==> src/rtl/i2c_arbiter.sv <==
// Two-requester round-robin arbiter in front of a single shared I2C master.
// Latches the winning command, issues it, waits for completion or timeout, and answers the requester.
module i2c_arbiter #(
    parameter logic [15:0] TIMEOUT = 16'd50000
) (
    input  logic        clk,
    input  logic        reset,
    input  logic [1:0]  req,
    input  logic [13:0] addr,
    input  logic [1:0]  rw,
    input  logic [15:0] wdata,
    output logic [1:0]  done,
    output logic [1:0]  err,
    output logic [7:0]  rdata,
    output logic        busy,
    output logic        m_start,
    output logic [6:0]  m_addr,
    output logic        m_rw,
    output logic [7:0]  m_wdata,
    input  logic        m_done,
    input  logic [7:0]  m_rdata,
    input  logic        m_nack
);

    typedef enum logic [1:0] {
        IDLE  = 2'd0,
        ISSUE = 2'd1,
        WAIT  = 2'd2,
        RESP  = 2'd3
    } state_t;

    state_t      state;
    logic [15:0] timer;
    logic        gnt;
    logic        last_grant;
    logic        pick;

    // On a tie the requester that was not served last wins.
    always_comb begin
        pick = req[1];
        if (req == 2'b11) begin
            pick = ~last_grant;
        end
    end

    always_ff @(posedge clk or negedge reset) begin
        if (!reset) begin
            state      <= IDLE;
            timer      <= 16'd0;
            gnt        <= 1'b0;
            last_grant <= 1'b1;
            done       <= 2'b00;
            err        <= 2'b00;
            rdata      <= 8'd0;
            busy       <= 1'b0;
            m_start    <= 1'b0;
            m_addr     <= 7'd0;
            m_rw       <= 1'b0;
            m_wdata    <= 8'd0;
        end else begin
            done <= 2'b00;
            err  <= 2'b00;
            case (state)
                IDLE: begin
                    if (req != 2'b00) begin
                        gnt     <= pick;
                        m_addr  <= pick ? addr[13:7]  : addr[6:0];
                        m_rw    <= pick ? rw[1]       : rw[0];
                        m_wdata <= pick ? wdata[15:8] : wdata[7:0];
                        m_start <= 1'b1;
                        busy    <= 1'b1;
                        state   <= ISSUE;
                    end
                end
                ISSUE: begin
                    m_start <= 1'b0;
                    timer   <= 16'd0;
                    state   <= WAIT;
                end
                WAIT: begin
                    // A completion in the same cycle as the timeout takes priority.
                    if (m_done) begin
                        rdata <= m_rdata;
                        done  <= gnt ? 2'b10 : 2'b01;
                        err   <= m_nack ? (gnt ? 2'b10 : 2'b01) : 2'b00;
                        state <= RESP;
                    end else if (timer == TIMEOUT) begin
                        done  <= gnt ? 2'b10 : 2'b01;
                        err   <= gnt ? 2'b10 : 2'b01;
                        state <= RESP;
                    end else begin
                        timer <= timer + 16'd1;
                    end
                end
                RESP: begin
                    last_grant <= gnt;
                    busy       <= 1'b0;
                    state      <= IDLE;
                end
                default: begin
                    state <= IDLE;
                    busy  <= 1'b0;
                end
            endcase
        end
    end

endmodule

==> config.mk <==
export PLATFORM = sky130hd
export DESIGN_NAME = i2c_arbiter
export DESIGN_NICKNAME = d
export VERILOG_FILES = /design/src/rtl/i2c_arbiter.sv
export SDC_FILE = /design/constraint.sdc
export NUM_CORES = 1
export LEC_CHECK = 0
export CAP_MARGIN = 20
export CORE_ASPECT_RATIO = 1.75
export CORE_UTILIZATION = 42
export DETAILED_ROUTE_END_ITERATION = 6
export GPL_TIMING_DRIVEN = 0
export PLACE_DENSITY = 0.8
export SYNTH_ARGS = -nofsm -noshare
export SYNTH_HDL_FRONTEND = slang
export SYNTH_SLANG_ARGS = --single-unit
==> constraint.sdc <==
create_clock -name clk -period 2.35 [get_ports clk]
set_clock_uncertainty 0.05 [all_clocks]
set_input_delay 0.47 -clock clk [delete_from_list [all_inputs] [get_ports clk]]
set_output_delay 0.47 -clock clk [all_outputs]
set_load 0.05 [all_outputs]
==> impl_results.md, run 1 <==
* Max stage delay on crit path at about 0.46 ns
* Comb power frac at 54.6%
* Clock Power Share at between 10% and 20%
* Max Fclk at ~470 MHz
* Sw Share at a little under half
* HP Class: input port to asynchronous set/reset pin
* Worst setup path class: register to register
* Top post-synthesis cells by area: dfrtp_1 (49%), mux2i_1 (6.4%), nand2_1 (5.3%), o21ai_0 (5.0%), mux2_2 (4.1%)
* Required @ worst endpoint at 2.51 ns
* Post-synth top area share at 49.3%
* Worst-skew pair later-pin latency at ~0.32 ns
* Reg2reg start: timer[0]
* Syn avg cell area at just over 10 sq um
* Routed WL per cell at between 15 and 20 um
* Via Count at 2181
* CP arrival at about 2.3 ns
* Post-Synthesis Cells at 242
* DIE WIDTH at between 60 and 70 um
* Clock root buffer: clkbuf_8
* Final Setup Violations at 0
* Type of origin of the critical path: register
* Syn-to-layout area delta at 38.9%
* RSZ-0062 raised after global routing: false
* CTS tree: yes
* Dpl ws at roughly 0.072 ns
* Num rows at 36
* Sw Pwr at 2.10 mW
* Mapped cell area at roughly 2500 sq um
* Grt ovf at 0
* Initial antenna violation count at 0
* Final WS setup at slightly above 0.2 ns
* Post-DP HPWL at between 4 and 5 mm
* Most frequent cell after synthesis: dfrtp_1
* Placed insts at between 300 and 400
* Most frequent cells after synthesis: dfrtp_1 (49), nand2_1 (35), o21ai_0 (25), mux2i_1 (16), nor2_1 (12)
* Vias in the first global route at 2245
* Final Core Density at between 60% and 70%
* # IOs at between 70 and 80
* Final GP Congestion at ~0.86
* Post-DRT Antenna Nets at 0
* Routed wire length at between 6 and 7 mm
* CTS clk-pin slew, worst paths at 0.09 ns
* Pint at 2.40 mW
* First-pass GRT wire length at around 10 mm
* H-tree depth at 2
* Flops & latches, synth at 50
* CP Cell Sequence: inv_1 -> ha_1 -> nor4b_1 -> and4_1 -> nor2_1 -> nor2_1 -> mux2_1
* Max cap viols at 0
* CTS buffer count at 5
* GRT Util Overall at 22.1%
* Post-synth ARST share at 100%
* Post-Syn Nets at between 200 and 300
* Yosys cell types at 48
* Worst r2r path cells at 7
* Crit-path most repeated cell: nor2_1
* Number of DRC markers in iteration 0 at between 60 and 70
* Fin cells at around 400
* Sequential share of power at a little under a third
* Yosys top cell by area: dfrtp_1
* Core ar. at approximately 5600 sq um
* Register area at between 1000 and 1500 sq um
* Bufs on Longest Clock Path at 2
* Fin crit share at between 90% and 100%
* Avg Vias per Cell at about 5.4
* Slew Limit Fails at 0
* CP Capture Type: register
* First drt pass iteration count at 4
* Max-slew headroom at 63.1%
* Main synth FF type: dfrtp_1
* Largest net degree at the start of global routing at 34
* Fraction of layout cells with a size suffix above 1 at under 10%
* Ys Warns at 0
* Post-CTS sizing at 0
* Leakage at between 1 and 1.5 nW
* Slowest cell on crit path: dfrtp_1
* Setup TNS at 0 ns
* Sequential fraction of the synthesis area at about half
* Worst-margin pin slew at ~0.55 ns
* Status: complete, no violations
* Area of the multi-input gates at between 1000 and 1500 sq um
* R2R Path End: state[1]
* Final nets at about 380
* Crit-path max FO at 6
* Setup Fix Bufs, Post-CTS at 0
* Hold-fix buffers at CTS at 0
* Clk sinks at 50
* Die area at between 6000 and 7000 sq um
* Hold Vio Cnt, Final at 0
* Post-synth EDFFs at 0
* Fillers at between 400 and 500
* R2R Setup Slk at 0.20 ns
* PwrDens at ~1300 nW/um^2
* Port Buffers at between 70 and 80
* Height of the die at 104 um
* N_diodes at 0
* Starting density of the core at between 40% and 50%
* Fin crit period at between 2 and 2.5 ns
* # DRC at 0
* Worst VDD drop at ~0.93 mV
* Hold slack final at 0.0388 ns
==> routing by layer <==
metal	global-route usage, %	routed length [um]	vias to the layer above
li1	-	-	1027
met1	22.4	2050	1055
met2	38.1	3590	82
met3	5.74	344	17
met4	13.5	245	0
met5	0	0	-
==> placed cells by master, fill, tap and decap left out, types with 3 or more instances in the layout <==
cell type,count
nand4_1,3
clkbuf_1,6
o31ai_1,3
clkdlybuf4s50_1,73
mux2_2,9
inv_1,11
ha_1,7
nand2_1,35
clkbuf_8,6
o41ai_1,3
nor2_1,12
mux2i_1,16
buf_2,3
dfrtp_1,49
o21ai_0,25
nand3_1,8
or3_1,3
a21oi_1,9
==> critical path: cells and delay by family (launching register included) <==
kind          cells  cell delay [ns]
simple gates      4             0.98
flops             1             0.46
mux               1             0.33
fa+ha+maj         1             0.14
buf+inv           1             0.08
==> kinds of logic (layout without fill, tap and decap cells) <==
family          count (synthesis)  count (layout)  synth area share (%)
flops                          50              50                  50.4
simple gates                   81              81                  17.0
buf+inv                        21             104                  3.97
fa+ha+maj                       7               7                  3.52
mux                            26              26                  11.0
compound gates                 57              57                  14.2
==> power groups by stage <==
stage | Clock (mW) | Combinational (mW) | Sequential [mW]
after floorplan | 0 | 0.821 | 2.20
after global placement | 0 | 2.41 | 1.40
after detailed placement | 0 | 2.47 | 1.41
after CTS | 0.659 | 2.47 | 1.40
after global routing | 0.689 | 2.63 | 1.44
final | 0.644 | 2.46 | 1.40
==> state kept, by name (all words and copies together) (netlist names) <==
signal      count
timer          16
m_wdata         8
rdata           8
m_addr          7
done            2
err             2
state           2
busy            1
gnt             1
last_grant      1
m_rw            1
m_start         1
==> per-stage QoR <==
| step | cell area (sq um) | power, mW |
|---|---|---|
| floorplan | 2490 | 3.02 |
| global placement | 3320 | 3.81 |
| detailed placement | 3340 | 3.87 |
| CTS | 3460 | 4.53 |
| global route | 3460 | 4.76 |
| finish | 3460 | 4.50 |
==> how the worst max path moves through the flow <==
stage | to | start | slack, ns
3_3_place_gp | rdata[5] | reset | -0.70
4_1_cts | state[1] | timer[0] | 0.24
2_1_floorplan | state[1] | timer[0] | 0.54
5_1_grt | state[1] | timer[1] | 0.04
3_5_place_dp | m_wdata[5] | req[1] | 0.07
6_report | state[1] | timer[0] | 0.20
==> area by class of cell <==
| class | count | share of cell area, % |
|---|---|---|
| well taps | 76 | 2.75 |
| inverters | 11 | 1.19 |
| multi-input cells | 171 | 32.9 |
| plain buffers | 10 | 1.67 |
| flip-flops and latches | 50 | 36.2 |
| clock inverters | 3 | 1.41 |
| clock buffers | 5 | 1.99 |
| repair buffers | 75 | 21.9 |
Note: power is estimated with default switching activity, not from simulation.
==> run 2, diff against run 1 <==
- CTS_CLUSTER_DIAMETER: default -> 120
- CTS_CLUSTER_SIZE: default -> 20
==> results of run 2 <==
No change in the layout: final DEF, timing and power equal those of run 1.
